$ cat config.mk
export PLATFORM = sky130hd
export DESIGN_NAME = calc_seq_ctrl_flat
export DESIGN_NICKNAME = d
export VERILOG_FILES = /design/src/rtl/calc_seq_ctrl_pkg.sv /design/src/rtl/calc_seq_ctrl_if.sv /design/src/rtl/calc_tmo_cnt.sv /design/src/rtl/calc_seq_ctrl.sv /design/src/flat_wrapper.sv
export SDC_FILE = /design/constraint.sdc
export NUM_CORES = 1
export LEC_CHECK = 0
export ABC_AREA = 0
export CORE_ASPECT_RATIO = 1.4
export CORE_MARGIN = 5
export CORE_UTILIZATION = 45
export DETAILED_ROUTE_END_ITERATION = 10
export DONT_BUFFER_PORTS = 1
export PLACE_DENSITY_LB_ADDON = 0.2
export SETUP_SLACK_MARGIN = 0.2
export SYNTH_ARGS = -nofsm -noshare
export SYNTH_HDL_FRONTEND = slang
export SYNTH_SLANG_ARGS = --single-unit
export TNS_END_PERCENT = 5
$ cat constraint.sdc
create_clock -name clk -period 1.4 [get_ports clk]
set_input_delay 0.21 -clock clk [delete_from_list [all_inputs] [get_ports clk]]
set_output_delay 0.21 -clock clk [all_outputs]
set_load 0.02 [all_outputs]
$ cat src/rtl/calc_seq_ctrl_pkg.sv
// calc_seq_ctrl_pkg
//   Shared encodings for the calculator sequencer: FSM state codes (3-bit)
//   and the 2-bit error codes reported on err.
package calc_seq_ctrl_pkg;

  typedef enum logic [2:0] {
    S_IDLE    = 3'd0,
    S_WAIT_B  = 3'd1,
    S_WAIT_OP = 3'd2,
    S_EXEC    = 3'd3,
    S_WRITE   = 3'd4,
    S_HOLD    = 3'd5
  } state_t;

  typedef enum logic [1:0] {
    ERR_NONE  = 2'b00,
    ERR_TMO   = 2'b01,
    ERR_ABORT = 2'b10
  } err_t;

endpackage

$ cat src/rtl/calc_seq_ctrl_if.sv
// calc_seq_ctrl_if
//   Bundles the sequencer's handshake and datapath-control signals.
//   master : the sequencer (drives in_ready, ld_*, alu_start, out_valid, busy, err)
//   slave  : front-end / ALU / display side (drives in_valid, abort, alu_done, out_ready)
interface calc_seq_ctrl_if;
  import calc_seq_ctrl_pkg::*;

  logic in_valid;
  logic in_ready;
  logic abort;
  logic ld_a;
  logic ld_b;
  logic ld_op;
  logic alu_start;
  logic alu_done;
  logic ld_res;
  logic out_valid;
  logic out_ready;
  logic busy;
  err_t err;

  modport master (
    input  in_valid, abort, alu_done, out_ready,
    output in_ready, ld_a, ld_b, ld_op, alu_start, ld_res, out_valid, busy, err
  );

  modport slave (
    output in_valid, abort, alu_done, out_ready,
    input  in_ready, ld_a, ld_b, ld_op, alu_start, ld_res, out_valid, busy, err
  );

endinterface

$ cat src/rtl/calc_tmo_cnt.sv
// calc_tmo_cnt
//   ALU timeout counter. Cleared by clr, counts up on en, saturates at
//   TMO_CYC-1 and never wraps.
//   clk, rst : clock, synchronous active-high reset
//   clr      : restart count at 0
//   en       : count this cycle
//   term     : count has reached TMO_CYC-1
module calc_tmo_cnt #(
  parameter int unsigned TMO_CYC = 200,
  parameter int unsigned TMO_W   = 8
) (
  input  logic clk,
  input  logic rst,
  input  logic clr,
  input  logic en,
  output logic term
);

  logic [TMO_W-1:0] cnt;

  assign term = (cnt == TMO_W'(TMO_CYC - 1));

  always_ff @(posedge clk) begin
    if (rst || clr) begin
      cnt <= '0;
    end else if (en && !term) begin
      cnt <= cnt + TMO_W'(1);
    end
  end

endmodule

$ cat src/rtl/calc_seq_ctrl.sv
// calc_seq_ctrl
//   Sequencer for the calculator datapath: collects operand A, operand B and
//   opcode tokens, starts the multi-cycle ALU, loads the result and holds it
//   until the display side consumes it.
//   clk, rst : single clock, synchronous active-high reset
//   bus      : calc_seq_ctrl_if.master (token handshake, register enables,
//              ALU start/done, result handshake, busy, err)
module calc_seq_ctrl
  import calc_seq_ctrl_pkg::*;
#(
  parameter int unsigned TMO_CYC = 200,
  parameter int unsigned TMO_W   = 8
) (
  input  logic           clk,
  input  logic           rst,
  calc_seq_ctrl_if.master bus
);

  state_t state, state_nx;
  err_t   err_q, err_nx;
  logic   ov_q, ov_nx;
  logic   first_q;
  logic   cnt_clr, cnt_en, tmo_term;
  logic   in_ready, ld_a, ld_b, ld_op, alu_start, ld_res;

  calc_tmo_cnt #(
    .TMO_CYC (TMO_CYC),
    .TMO_W   (TMO_W)
  ) u_tmo (
    .clk  (clk),
    .rst  (rst),
    .clr  (cnt_clr),
    .en   (cnt_en),
    .term (tmo_term)
  );

  always_ff @(posedge clk) begin
    if (rst) begin
      state   <= S_IDLE;
      err_q   <= ERR_NONE;
      ov_q    <= 1'b0;
      first_q <= 1'b0;
    end else begin
      state   <= state_nx;
      err_q   <= err_nx;
      ov_q    <= ov_nx;
      // Opcode acceptance marks the next cycle as the first EXEC cycle.
      first_q <= ld_op;
    end
  end

  always_comb begin
    state_nx  = state;
    err_nx    = err_q;
    ov_nx     = ov_q;
    ld_a      = 1'b0;
    ld_b      = 1'b0;
    ld_op     = 1'b0;
    alu_start = 1'b0;
    ld_res    = 1'b0;
    cnt_clr   = 1'b0;
    cnt_en    = 1'b0;
    in_ready  = (state == S_IDLE) || (state == S_WAIT_B) || (state == S_WAIT_OP);

    if (bus.abort && (state != S_IDLE)) begin
      // Abort overrides every other input; no enable or start fires.
      state_nx = S_IDLE;
      err_nx   = ERR_ABORT;
      ov_nx    = 1'b0;
    end else begin
      case (state)
        S_IDLE: if (bus.in_valid) begin
          ld_a     = 1'b1;
          err_nx   = ERR_NONE;
          state_nx = S_WAIT_B;
        end
        S_WAIT_B: if (bus.in_valid) begin
          ld_b     = 1'b1;
          state_nx = S_WAIT_OP;
        end
        S_WAIT_OP: if (bus.in_valid) begin
          ld_op    = 1'b1;
          cnt_clr  = 1'b1;
          state_nx = S_EXEC;
        end
        S_EXEC: begin
          cnt_en    = 1'b1;
          alu_start = first_q;
          // Done takes priority over a timeout in the same cycle.
          if (bus.alu_done) begin
            ld_res   = 1'b1;
            state_nx = S_WRITE;
          end else if (tmo_term) begin
            err_nx   = ERR_TMO;
            state_nx = S_IDLE;
          end
        end
        S_WRITE: begin
          ov_nx    = 1'b1;
          state_nx = S_HOLD;
        end
        S_HOLD: if (bus.out_ready) begin
          ov_nx    = 1'b0;
          state_nx = S_IDLE;
        end
        default: state_nx = S_IDLE;
      endcase
    end

    // Reset wins: no register enable or ALU start while rst is high.
    if (rst) begin
      ld_a      = 1'b0;
      ld_b      = 1'b0;
      ld_op     = 1'b0;
      alu_start = 1'b0;
      ld_res    = 1'b0;
    end
  end

  assign bus.in_ready  = in_ready;
  assign bus.ld_a      = ld_a;
  assign bus.ld_b      = ld_b;
  assign bus.ld_op     = ld_op;
  assign bus.alu_start = alu_start;
  assign bus.ld_res    = ld_res;
  assign bus.out_valid = ov_q;
  assign bus.busy      = (state != S_IDLE);
  assign bus.err       = err_q;

endmodule

$ cat src/flat_wrapper.sv
// flat-port wrapper written by rule: the top's interface ports become plain ports
module calc_seq_ctrl_flat import calc_seq_ctrl_pkg::*;
#(
  parameter int unsigned TMO_CYC = 200,
  parameter int unsigned TMO_W   = 8
)
  (clk, rst, bus_in_valid, bus_abort, bus_alu_done, bus_out_ready, bus_in_ready, bus_ld_a, bus_ld_b, bus_ld_op, bus_alu_start, bus_ld_res, bus_out_valid, bus_busy, bus_err);
  calc_seq_ctrl_if bus_i ();
  input  logic clk;
  input  logic rst;
  input wire logic [$bits(bus_i.in_valid)-1:0] bus_in_valid;
  input wire logic [$bits(bus_i.abort)-1:0] bus_abort;
  input wire logic [$bits(bus_i.alu_done)-1:0] bus_alu_done;
  input wire logic [$bits(bus_i.out_ready)-1:0] bus_out_ready;
  output wire logic [$bits(bus_i.in_ready)-1:0] bus_in_ready;
  output wire logic [$bits(bus_i.ld_a)-1:0] bus_ld_a;
  output wire logic [$bits(bus_i.ld_b)-1:0] bus_ld_b;
  output wire logic [$bits(bus_i.ld_op)-1:0] bus_ld_op;
  output wire logic [$bits(bus_i.alu_start)-1:0] bus_alu_start;
  output wire logic [$bits(bus_i.ld_res)-1:0] bus_ld_res;
  output wire logic [$bits(bus_i.out_valid)-1:0] bus_out_valid;
  output wire logic [$bits(bus_i.busy)-1:0] bus_busy;
  output wire logic [$bits(bus_i.err)-1:0] bus_err;
  assign bus_i.in_valid = bus_in_valid;
  assign bus_i.abort = bus_abort;
  assign bus_i.alu_done = bus_alu_done;
  assign bus_i.out_ready = bus_out_ready;
  assign bus_in_ready = bus_i.in_ready;
  assign bus_ld_a = bus_i.ld_a;
  assign bus_ld_b = bus_i.ld_b;
  assign bus_ld_op = bus_i.ld_op;
  assign bus_alu_start = bus_i.alu_start;
  assign bus_ld_res = bus_i.ld_res;
  assign bus_out_valid = bus_i.out_valid;
  assign bus_busy = bus_i.busy;
  assign bus_err = bus_i.err;
  calc_seq_ctrl #(.TMO_CYC(TMO_CYC), .TMO_W(TMO_W)) u_core (.clk(clk), .rst(rst), .bus(bus_i));
endmodule
==> impl_metrics.env <==
export IMPL_status="finished with violations"
export IMPL_violations="setup timing"
export IMPL_die_area_mm2=0.00295
export IMPL_syn_nets=105
export IMPL_synth_top_area_share_pct=34.1
export IMPL_layout_common_cells="nor2_1, dfxtp_1, buf_4"
export IMPL_grt_pass1_vias=779
export IMPL_fillers=188
export IMPL_final_nets=115
export IMPL_dr_pass1_iters=4
export IMPL_cts_buffer_depth=2
export IMPL_critPathKind="register to output port"
export IMPL_die_y_um=62.3
export IMPL_synthesis_area_um2=880
export IMPL_post_route_util_pct=54.8
export IMPL_clock_skew_ps=5.89
export IMPL_synth_cell_types=39
export IMPL_yosys_area_top_type="dfxtp_1"
export IMPL_p_leak_nw=0.470
export IMPL_io_pins=16
export IMPL_wire_per_inst_um=14.9
export IMPL_avgViaCountPerCell=5.77
export IMPL_grt_pass1_wl_um=3260
export IMPL_first_iter_violations=5
export IMPL_avgSynthCellArea_um2=8.98
export IMPL_clk_latency_ps=280
export IMPL_dr_max_layer_used="met4"
export IMPL_drive_gt1_share_pct=36.4
export IMPL_setup_ws_ps=-160
export IMPL_place_hpwl_um=1440
export IMPL_fin_crit_sh_pct=111
export IMPL_via_count=738
export IMPL_finalSetupViolCount=4
export IMPL_wl_met3_um=70
export IMPL_fmax_mhz=641
export IMPL_area_delta_synth_final_pct=20.1
export IMPL_required_ps=1190
export IMPL_met2_length_um=1070
export IMPL_antenna_found_initial=0
export IMPL_critPathMaxStageDelay_ps=400
export IMPL_endpoint_kind="output port"
export IMPL_p_per_area_mw_per_mm2=733
export IMPL_num_antenna_cells=0
export IMPL_gp_congestion=0.810
export IMPL_ant_nets=0
export IMPL_ir_drop_v=0.000483
export IMPL_grt_setup_unrepaired="true"
export IMPL_met1_length_um=728
export IMPL_cts_tree="built"
export IMPL_min_period_ps=1560
export IMPL_port_buffers=0
export IMPL_hold_buffers=0
export IMPL_r2r_start="u_core.state[2]"
export IMPL_start_util_pct=45.7
export IMPL_drv_slew=0
export IMPL_synthFlopType="dfxtp_1"
export IMPL_holdCritPathClass="input pin to register"
export IMPL_worstReg2RegEnd="u_core.u_tmo.cnt[7]"
export IMPL_ys_seq_area_share_pct=34.1
export IMPL_cts_root_buf="clkbuf_4"
export IMPL_grt_max_degree=12
export IMPL_core_region_area_mm2=0.00193
export IMPL_r2r_slack_ps=20
export IMPL_fin_cells=128
export IMPL_worstRegToRegCells=4
export IMPL_synthArstFlopShare_pct=0
export IMPL_globalRouteOverflowTotal=0
export IMPL_multiInputGateArea_um2=599
export IMPL_remaining_drc_errors=0
export IMPL_cap_violations=0
export IMPL_h_tree_depth=1
export IMPL_synthCells=98
export IMPL_synth_edf_count=0
export IMPL_cts_sinks=15
export IMPL_critPathLaunchType="register"
export IMPL_cts_clk_slew_worst_paths_ps=90
export IMPL_crit_chain="or3_4 > nand2_4 > nand2b_4 > nor2_4"
export IMPL_hold_viol_final=0
export IMPL_power_w=0.000774
export IMPL_seq_area_um2=310
export IMPL_startpoint="u_core.state[0]"
export IMPL_synth_seq_cells=15
export IMPL_tightest_slew_ps=322
export IMPL_grt_use_total_pct=14.8
export IMPL_netlist_top_cells_area="dfxtp_1, nor2_1, xor2_1"
export IMPL_std_cell_rows=19
export IMPL_yosysWarnings=0
export IMPL_wl_um=1900
export IMPL_critical_path_arrival_ps=1350
export IMPL_die_width_um=47.4
export IMPL_hold_slack_ps=81.0
export IMPL_maxSlewHeadroom_pct=78.5
export IMPL_dp_cells=124
export IMPL_worstSetupEndpoint="bus_ld_res"
export IMPL_cts_buffers=3
export IMPL_worstPathMaxFanout=7
export IMPL_cp_slowest_cell="or3_4"
## registers in the layout (all words and copies together), names as in the netlist
signal                count
u_core.bus.err            2
u_core.bus.out_valid      1
u_core.first_q            1
u_core.state              3
u_core.u_tmo.cnt          8
## critical path, delay by kind of cell, from the launching register on
kind / cells / cell delay, ps
flops: 1 / 360
simple gates: 4 / 710
## worst min-delay path by stage
stage	start	end	slack [ps]	cells past startpoint
6_report	rst	u_core.bus.err[1]	80	1
3_5_place_dp	rst	u_core.bus.err[1]	360	1
4_1_cts	rst	u_core.bus.err[1]	70	1
2_1_floorplan	bus_in_valid	u_core.first_q	360	1
3_3_place_gp	rst	u_core.bus.err[1]	370	1
5_1_grt	rst	u_core.bus.err[1]	60	1
## cells by family (layout without fill, tap and decap cells)
| logic type | after synthesis | after routing | synth area share (%) |
|---|---|---|---|
| xor+xnor | 6 | 6 | 5.97 |
| buf+inv | 10 | 19 | 8.39 |
| flops | 15 | 15 | 34.1 |
| compound gates | 16 | 16 | 14.8 |
| mux | 4 | 4 | 4.55 |
| simple gates | 45 | 45 | 29.6 |
| fa+ha+maj | 2 | 2 | 2.56 |
## stage by stage
| stage | TNS [ps] | setup slack, ps | instance area, um2 |
|---|---|---|---|
| floorplan | 0 | 67.4 | 911 |
| global placement | 0 | 16.0 | 953 |
| detailed placement | -15.9 | -15.9 | 953 |
| CTS | -389 | -184 | 1040 |
| global route | -800 | -233 | 1060 |
| finish | -308 | -160 | 1060 |
## repair_timing
| action | in CTS | in global routing |
|---|---|---|
| pin swaps | 10 | 3 |
| endpoints found under the setup margin | 20 | 21 |
| setup buffers | 0 | 0 |
| resized for setup | 20 | 2 |
## per-layer routing
| metal | vias up | GRT usage, % |
|---|---|---|
| li1 | 369 | - |
| met1 | 356 | 15.6 |
| met2 | 9 | 24.8 |
| met3 | 4 | 3.18 |
| met4 | 0 | 9.00 |
| met5 | - | 0 |
## power breakdown
group          leakage [nW]  switching (W)  internal, W
clock network        0.0150       0.000130     0.000110
logic                 0.332      0.0000505    0.0000432
registers             0.124      0.0000104     0.000430
total                 0.470       0.000191     0.000583
## synth_stat cells, types with 3 or more instances
cell type / count
inv_1: 5
nor2_1: 14
nor2b_1: 3
a21oi_1: 3
mux2i_1: 4
dfxtp_1: 15
and3_1: 3
xor2_1: 6
nand2_1: 7
## final cells by class
| cell class | count | area share, % |
|---|---|---|
| multi-input combinational | 73 | 56.8 |
| sequential | 15 | 29.4 |
| timing repair buffer | 10 | 7.11 |
| clock buffer | 4 | 2.49 |
| tap | 21 | 2.49 |
| inverter | 5 | 1.78 |
Note: power is estimated with default switching activity, not from simulation.
